[src/rtl/cmd_queue.sv]
// Command queue between a host writer and a command processor: first-word-fall-through
// FIFO with sticky overflow and a HALT opcode that stops delivery until flush or reset.
module cmd_queue #(
   parameter int DEPTH = 16,
   parameter int WIDTH = 64
) (
   input  logic                     clk,
   input  logic                     rst_n,
   input  logic                     host_wr_en,
   input  logic [WIDTH-1:0]         host_wr_data,
   output logic                     host_full,
   input  logic                     flush,
   output logic                     cmd_valid,
   output logic [WIDTH-1:0]         cmd_data,
   input  logic                     cmd_ready,
   output logic [$clog2(DEPTH):0]   count,
   output logic                     overflow,
   output logic                     halt_seen
);

   localparam int PW = $clog2(DEPTH);
   localparam int CW = PW + 1;
   localparam logic [7:0] OP_HALT = 8'h00;

   logic [WIDTH-1:0] mem_q [DEPTH];
   logic [PW-1:0]    wr_ptr_q, wr_ptr_d;
   logic [PW-1:0]    rd_ptr_q, rd_ptr_d;
   logic [CW-1:0]    count_q, count_d;
   logic             overflow_q, overflow_d;
   logic             halt_q, halt_d;
   logic             push, pop;

   // All status outputs come from registers only, so cmd_ready never reaches them.
   assign host_full = (count_q == CW'(DEPTH));
   assign cmd_valid = (count_q != '0) && !halt_q;
   assign cmd_data  = mem_q[rd_ptr_q];
   assign count     = count_q;
   assign overflow  = overflow_q;
   assign halt_seen = halt_q;

   assign push = host_wr_en && !host_full && !flush;
   assign pop  = cmd_valid && cmd_ready;

   always_comb begin
      wr_ptr_d   = wr_ptr_q;
      rd_ptr_d   = rd_ptr_q;
      count_d    = count_q;
      overflow_d = overflow_q;
      halt_d     = halt_q;
      if (flush) begin
         wr_ptr_d   = '0;
         rd_ptr_d   = '0;
         count_d    = '0;
         overflow_d = 1'b0;
         halt_d     = 1'b0;
      end else begin
         if (push) wr_ptr_d = wr_ptr_q + 1'b1;
         if (pop)  rd_ptr_d = rd_ptr_q + 1'b1;
         unique case ({push, pop})
            2'b10:   count_d = count_q + 1'b1;
            2'b01:   count_d = count_q - 1'b1;
            default: count_d = count_q;
         endcase
         // A dropped push is flagged even when a pop frees a slot on the same edge.
         if (host_wr_en && host_full) overflow_d = 1'b1;
         if (pop && (cmd_data[63:56] == OP_HALT)) halt_d = 1'b1;
      end
   end

   always_ff @(posedge clk) begin
      if (!rst_n) begin
         wr_ptr_q   <= '0;
         rd_ptr_q   <= '0;
         count_q    <= '0;
         overflow_q <= 1'b0;
         halt_q     <= 1'b0;
      end else begin
         wr_ptr_q   <= wr_ptr_d;
         rd_ptr_q   <= rd_ptr_d;
         count_q    <= count_d;
         overflow_q <= overflow_d;
         halt_q     <= halt_d;
      end
   end

   always_ff @(posedge clk) begin
      if (rst_n && push) mem_q[wr_ptr_q] <= host_wr_data;
   end

endmodule

[config.mk]
export PLATFORM = sky130hd
export DESIGN_NAME = cmd_queue
export DESIGN_NICKNAME = d
export VERILOG_FILES = /design/src/rtl/cmd_queue.sv
export SDC_FILE = /design/constraint.sdc
export NUM_CORES = 1
export LEC_CHECK = 0
export ABC_AREA = 0
export CORE_MARGIN = 8
export CORE_UTILIZATION = 30
export DETAILED_ROUTE_END_ITERATION = 12
export RECOVER_POWER = 50
export SYNTH_ARGS = -nofsm -noshare
export SYNTH_HDL_FRONTEND = slang
export SYNTH_SLANG_ARGS = --single-unit
[constraint.sdc]
create_clock -name clk -period 8.6 [get_ports clk]
set_clock_uncertainty 0.1 [all_clocks]
set_input_delay 0.86 -clock clk [delete_from_list [all_inputs] [get_ports clk]]
set_output_delay 0.86 -clock clk [all_outputs]
set_load 0.1 [all_outputs]
# Word level (Yosys, flattened, before mapping)
# Memories as Yosys holds them, arrays and structs flattened. A register that Yosys moved wholly into a read port is not among the register bits.
# Index checks and enable logic that the tools add are counted.
[classes]
add_sub_neg = 4
n_mul = 0
div_mod_pow = 0
magnitude_cmp = 0
eq_ne = 3
shifts = 0
muxes = 5
bitwise = 1
n_reduce_logical = 14
[op_table]
columns = ["operator", "n"]
rows = [
  ["5-bit case mux with 2 select lines", 1],
  ["4-bit by 1-bit adder with 4-bit output, second input constant", 2],
  ["8-bit logical NOT", 1],
  ["4-bit two-way mux", 2],
  ["1-bit logical AND", 7],
  ["5-bit by 1-bit adder with 5-bit output, second input constant", 1],
  ["5-bit equality test, second input constant", 1],
  ["5-bit nonzero test", 1],
  ["5-bit by 1-bit subtractor with 5-bit output, second input constant", 1],
  ["1-bit logical NOT", 3],
  ["2-bit by 1-bit equality test with 1-bit output, second input constant", 1],
  ["2-bit equality test, second input constant", 1],
  ["1-bit two-way mux", 2],
  ["2-bit nonzero test", 1],
  ["2-bit OR reduction", 1],
  ["1-bit NOT", 1],
]
[word_totals]
reg_bits = 15
latch_bits = 0
mem_bits_rw = 1024
rom_bits = 0
inputBits = 69
out_inout_bits = 73
wordCells = 33
memories = 1
[memory_table]
columns = ["memory", "depth", "width", "rd", "rd_clocked_by_memory_dff", "write_ports", "line", "source"]
rows = [
  ["mem_q", 16, 64, 1, 1, 1, "25", "logic [WIDTH-1:0] mem_q [DEPTH];"],
]

# Depth between registers and ports, before layout
# Gate-level depths: netlist of the first run.
[depth]
ltp_word = 7
depth_mapped = 14
ltp_nobuf = 12

# Worst setup path before layout of the first run
# No wires, ideal clock.
[synth_timing]
path_kind = "register to register"
start = "register count_q[2], in the netlist count[2]"
end = "memory mem_q[0][0], enable pin"
setup_time_ns = 0.565
arrival_ns = 6.302
required_time_ns = 7.935
setup_slack_ns = 1.634
path_stages_with_launch = 7
n_path_buf = 1
synth_period_minus_slack_ns = 6.966
path_cell_list = "dfxtp_1 clkbuf_1 nor4_1 a21o_1 nor2_1 nand2_1 nor3_1"
[synth_between]
elab_chain_len = 7
[synth_lines]
columns = ["element", "line", "source"]
rows = [
  ["from (decl)", "28", "logic [CW-1:0] count_q, count_d;"],
  ["from (signal assigned)", "80", "count_q <= count_d;"],
  ["5-bit equality test", "34", "assign host_full = (count_q == CW'(DEPTH));"],
  ["1-bit logical NOT", "41", "assign push = host_wr_en && !host_full && !flush;"],
  ["1-bit logical AND (2 in series)", "41", ""],
  ["1-bit logical AND", "87", "if (rst_n && push) mem_q[wr_ptr_q] <= host_wr_data;"],
  ["1-bit two-way mux", "87", ""],
  ["1-bit two-way mux (not written as such)", "87", ""],
  ["to (decl)", "25", ""],
]
# No other way between the ends.

==> flow_metrics.env, run 1 <==
export IMPL_cts_tree="yes"
export IMPL_fin_crit_sh=0.664
export IMPL_dieArea_um2=144000
export IMPL_max_cap_violations=0
export IMPL_async_flop_share=0
export IMPL_synth_cell_types=37
export IMPL_seq_area_frac_synth=0.788
export IMPL_synth_avg_cell_area_um2=25.1
export IMPL_clock_latency_ps=700
export IMPL_core_region_area_um2=131000
export IMPL_route_detailed_drc=0
export IMPL_worst_pin_slew_ps=1290
export IMPL_row_count=133
export IMPL_synthFlopType="edfxtp_1"
export IMPL_start_kind="flip-flop"
export IMPL_gp_congestion=0.698
export IMPL_final_core_utilization=0.355
export IMPL_yosysMostFrequentCell="edfxtp_1"
export IMPL_vdd_drop_max_mv=0.143
export IMPL_hold_path_class="flip-flop to flip-flop"
export IMPL_post_cts_setup_buffer_count=0
export IMPL_finalWorstSetupSlack_ps=2890
export IMPL_fin_crit_ps=5710
export IMPL_yosys_top_cells_count="edfxtp_1 (1,024), mux4_2 (312), clkbuf_1 (35)"
export IMPL_drive_above_1_share=0.278
export IMPL_cp_end_kind="output pin"
export IMPL_arrival_ps=4750
export IMPL_synth_fp_nets=1649
export IMPL_wl_per_cell_um=25.9
export IMPL_yosys_warnings=0
export IMPL_cp_required_ps=7640
export IMPL_die_w_um=379
export IMPL_syn2layout_area_growth_pct=17.8
export IMPL_dieHeight_um=379
export IMPL_ctsResizeCount=0
export IMPL_cts_hold_buf=0
export IMPL_drtAntennaViolNets=0
export IMPL_synth_top_cell_area_share=0.778
export IMPL_antenna_found_initial=29
export IMPL_wl_mm=94.1
export IMPL_numCtsBuffers=109
export IMPL_nFillCells=12000
export IMPL_synthTopCellsByArea="edfxtp_1 (78%), mux4_2 (18%), dfxtp_1 (0.96%)"
export IMPL_grt_pass1_wl_mm=136
export IMPL_syn_area_um2=39500
export IMPL_root_buffer="clkbuf_16"
export IMPL_overflow=0
export IMPL_fin_tns_setup_ps=0
export IMPL_dp_hpwl_mm=48.3
export IMPL_clk_path_buf_depth=3
export IMPL_io_buffers=141
export IMPL_clock_sinks=1043
export IMPL_drtIter0Drc=1481
export IMPL_power_density_nw_per_um2=226
export IMPL_grt_max_degree=92
export IMPL_crit_fanout=73
export IMPL_synth_top_area_cell="edfxtp_1"
export IMPL_place_ws_ps=3540
export IMPL_route_vias_total=17400
export IMPL_initial_core_util=0.301
export IMPL_grtUsageTotal=0.130
export IMPL_ios=142
export IMPL_viasPerCell=4.81
export IMPL_grt_pass1_vias=18900
export IMPL_outcome="completed"
export IMPL_leakagePower_nw=13.7
export IMPL_clock_fmax_mhz=175
export IMPL_nets=1857
export IMPL_finalHoldViolations=0
export IMPL_slew_viol_final=0
export IMPL_critical_path_class="flip-flop to output pin"
export IMPL_synth_seq_cells=1043
export IMPL_synth_edf_count=1024
export IMPL_grt_setup_unrepaired="false"
export IMPL_postSynthCellCount=1572
export IMPL_setup_viol=0
export IMPL_slew_limit_headroom=0.134
export IMPL_h_tree_depth=3
export IMPL_dr_pass1_iters=6
export IMPL_clk_pin_slew_ps=60
layout make-up:
cell class / instances / area (um^2) / share of cell area
antenna: 1 / 2.50 / 0.0000538
sequential: 1043 / 31100 / 0.669
multi-input combinational: 442 / 7880 / 0.169
clock inverter: 74 / 747 / 0.0161
tap: 1755 / 2200 / 0.0472
timing repair buffer: 176 / 1750 / 0.0376
inverter: 8 / 30.0 / 0.000645
clock buffer: 126 / 2790 / 0.0600
path summary, 6_finish.rpt:
kind / start / slack [ps] / depth (start not counted) / to
max reg2reg: count[2] / 4580 / 7 / mem_q[4][24]
min: overflow / 370 / 2 / overflow
max: flip-flop / 2890 / 4 / cmd_data[44]
min reg2reg: overflow / 370 / 2 / overflow
logic make-up after synthesis:
logic type               after synthesis  synth area share
flip-flops                          1043             0.788
multiplexers                         315             0.179
buffers and inverters                 87            0.0142
AND/OR/NAND/NOR                       78           0.00919
AO/OA/AOI/OAI                         31           0.00516
XOR/XNOR                              10           0.00222
adder cells (fa/ha/maj)                8           0.00253
sequential cells by signal, indices dropped and copies added, names as in the netlist, named ones only:
| signal | cells |
|---|---|
| count | 5 |
| halt_seen | 1 |
| rd_ptr_q | 4 |
| wr_ptr_q | 4 |
| overflow | 1 |
| mem_q | 1024 |
worst max-delay path, stage by stage (launching register included):
cell	delay, ps
dfxtp_4	980
buf_4	910
mux4_2	420
mux4_2	550
clkdlybuf4s50_1	1000
cells in the final DEF, fill, tap and decap left out, types with 8 or more instances in the layout:
| cell | instances |
|---|---|
| edfxtp_1 | 1024 |
| mux4_2 | 312 |
| clkbuf_16 | 109 |
| clkdlybuf4s50_1 | 76 |
| dlygate4sd3_1 | 65 |
| buf_4 | 29 |
| clkinv_1 | 25 |
| nor2_1 | 20 |
| clkbuf_1 | 17 |
| nand2_1 | 16 |
| clkinv_2 | 16 |
| dfxtp_1 | 15 |
| bufinv_16 | 12 |
| inv_1 | 8 |
| nand3_1 | 8 |
| nor2_4 | 8 |
| ha_1 | 8 |
where the power goes:
| group | switching, mW | leakage, nW | total [mW] | internal, mW |
|---|---|---|---|---|
| logic | 0.203 | 2.64 | 0.292 | 0.0884 |
| clock network | 1.96 | 1.71 | 4.65 | 2.69 |
| registers | 0.00542 | 9.37 | 5.60 | 5.59 |
per-layer routing:
| layer | track usage | wire length, um |
|---|---|---|
| met1 | 0.165 | 38800 |
| met2 | 0.228 | 48600 |
| met3 | 0.0246 | 4270 |
| met4 | 0.0371 | 2390 |
| met5 | 0 | 66 |
stage by stage:
| stage | hold slack [ps] | area, um^2 | power [mW] | instances |
|---|---|---|---|---|
| 3_5_place_dp | 368 | 43000 | 6.01 | 3424 |
| 2_1_floorplan | 368 | 39500 | 5.87 | 1572 |
| 3_3_place_gp | 354 | 43000 | 6.00 | 3424 |
| 6_report | 373 | 46500 | 10.5 | 3625 |
| 5_1_grt | 401 | 46500 | 10.9 | 3624 |
| 4_1_cts | 382 | 46600 | 10.7 | 3624 |
(Power assumes the default switching activity.)
==> run 2, diff against run 1 <==
==> constraint.sdc (replaced) <==
create_clock -name clk -period 4.9 [get_ports clk]
set_clock_uncertainty 0.1 [all_clocks]
set_input_delay 0.49 -clock clk [delete_from_list [all_inputs] [get_ports clk]]
set_output_delay 0.49 -clock clk [all_outputs]
set_load 0.1 [all_outputs]
==> flow_metrics.env, run 2 (same netlist as run 1, synthesis figures left out) <==
export IMPL_outcome="finished with violations"
export IMPL_violations="capacitance limit, slew limit"
export IMPL_cp_top_family="buffers and inverters"
export IMPL_critical_path_class="flip-flop to flip-flop"
export IMPL_clock_latency_ps=700
export IMPL_row_count=133
export IMPL_worst_pin_slew_ps=2630
export IMPL_nets=1864
export IMPL_io_buffers=141
export IMPL_holdWs_ps=337
export IMPL_path_cells="nor4_1 > a21o_1 > nor2_1 > nand2_1 > nor3_1 > clkbuf_1"
export IMPL_dieArea_um2=144000
export IMPL_crit_fanout=28
export IMPL_worst_r2r_cell_count=6
export IMPL_post_cts_setup_buffer_count=0
export IMPL_finalHoldViolations=0
export IMPL_stdcell_area_um2=46400
export IMPL_overflow=0
export IMPL_vdd_drop_max_mv=0.266
export IMPL_grt_setup_unrepaired="false"
export IMPL_regToRegSetupSlack_ps=550
export IMPL_route_vias_total=17500
export IMPL_fin_crit_sh=0.888
export IMPL_place_area_um2=43100
export IMPL_cp_required_ps=5070
export IMPL_route_detailed_drc=0
export IMPL_final_cell_mix="edfxtp_1 (1,024), mux4_2 (312), clkbuf_16 (103), buf_4 (91), dlygate4sd3_1 (64)"
export IMPL_top_register="mem_q"
export IMPL_cts_hold_buf=0
export IMPL_h_tree_depth=3
export IMPL_wl_mm=92.0
export IMPL_arrival_ps=4520
export IMPL_dp_hpwl_mm=49.4
export IMPL_hold_end="overflow"
export IMPL_worstHoldStart="host_wr_en"
export IMPL_start_kind="flip-flop"
export IMPL_cp_end_kind="flip-flop"
export IMPL_r2r_end="mem_q[2][1]"
export IMPL_setup_viol=0
export IMPL_wl_per_cell_um=25.3
export IMPL_drtIter0Drc=1438
export IMPL_power_density_nw_per_um2=389
export IMPL_dr_pass1_iters=5
export IMPL_fin_crit_ps=4350
export IMPL_ios=142
export IMPL_finalWorstSetupSlack_ps=550
export IMPL_drive_above_1_share=0.310
export IMPL_final_core_utilization=0.354
export IMPL_viasPerCell=4.81
export IMPL_drtAntennaViolNets=0
export IMPL_min_path_cells=3
export IMPL_numCtsBuffers=103
export IMPL_grt_pass1_vias=18800
export IMPL_grt_pass1_wl_mm=133
export IMPL_grt_max_degree=125
export IMPL_clk_path_buf_depth=3
export IMPL_hold_path_class="input port to flip-flop"
export IMPL_final_common_cell="edfxtp_1"
export IMPL_crit_slowest_cell="clkbuf_1"
export IMPL_clk_pin_slew_ps=60
export IMPL_root_buffer="clkbuf_16"
export IMPL_p_total_mw=18.1
export IMPL_core_region_area_um2=131000
export IMPL_clock_fmax_mhz=230
export IMPL_critPathMaxStageDelay_ps=1900
export IMPL_slew_limit_headroom=-0.751
export IMPL_slew_viol_final=29
export IMPL_antenna_found_initial=34
export IMPL_reg2reg_from="count[2]"
export IMPL_gp_congestion=0.694
export IMPL_grtUsageTotal=0.127
export IMPL_critPathBufInv=1
export IMPL_max_cap_violations=1
export IMPL_dieHeight_um=379
export IMPL_leakagePower_nw=13.7
export IMPL_place_ws_ps=1340
export IMPL_cts_tree="yes"
export IMPL_die_w_um=379
export IMPL_clock_sinks=1043
export IMPL_ctsResizeCount=0
export IMPL_largest_reg_flops=1024
export IMPL_syn2layout_area_growth_pct=17.5
export IMPL_initial_core_util=0.301
run 2: cell count changes in the layout (fill, tap and decap cells not counted), moves of 4 or more:
cell	change
buf_4	+62
clkbuf_1	+8
clkdlybuf4s50_1	-56
buf_12	+7
clkinv_1	-4
clkbuf_16	-6
inv_6	-6
diode_2	+9
run 2: layer usage:
metal | wire [um] | GRT usage
met5 | 83 | 0
met4 | 2720 | 0.0459
met3 | 5020 | 0.0244
met2 | 47500 | 0.220
met1 | 36600 | 0.160
run 2: how the worst max path moves through the flow:
stage / startpoint / to / slack (ps) / cells past startpoint
after floorplan: count[2] / mem_q[12][0] / -350 / 6
after global placement: flip-flop / cmd_data[14] / 1410 / 4
after detailed placement: host_wr_en / count[4] / 1340 / 12
after CTS: flip-flop / cmd_data[14] / 600 / 4
after global routing: count[2] / mem_q[2][42] / 300 / 6
final: count[2] / mem_q[2][1] / 550 / 6
run 2: final cells by class:
type,count,area [um^2]
repair buffers,189,1790
inverters,8,30.0
multi-input cells,442,7920
flip-flops and latches,1043,31100
well taps,1755,2200
fillers,12000,84700
clock inverters,65,657
clock buffers,127,2670
diodes,10,25.0
run 2: worst reg2reg max path, cell delays in order, from the launching register on:
cell,delay (ps)
dfxtp_1,520
nor4_1,160
a21o_1,270
nor2_1,240
nand2_1,260
nor3_1,440
clkbuf_1,1900
run 2: stage by stage:
stage          std cells  setup TNS (ps)
2_1_floorplan       1572         -287690
3_3_place_gp        3437               0
3_5_place_dp        3437               0
4_1_cts             3629               0
5_1_grt             3632               0
6_report            3639               0
run 2: where the power goes:
part	total (mW)	switching [mW]	internal (mW)
logic	0.512	0.359	0.153
registers	9.82	0.00841	9.81
clock network	7.74	3.36	4.38
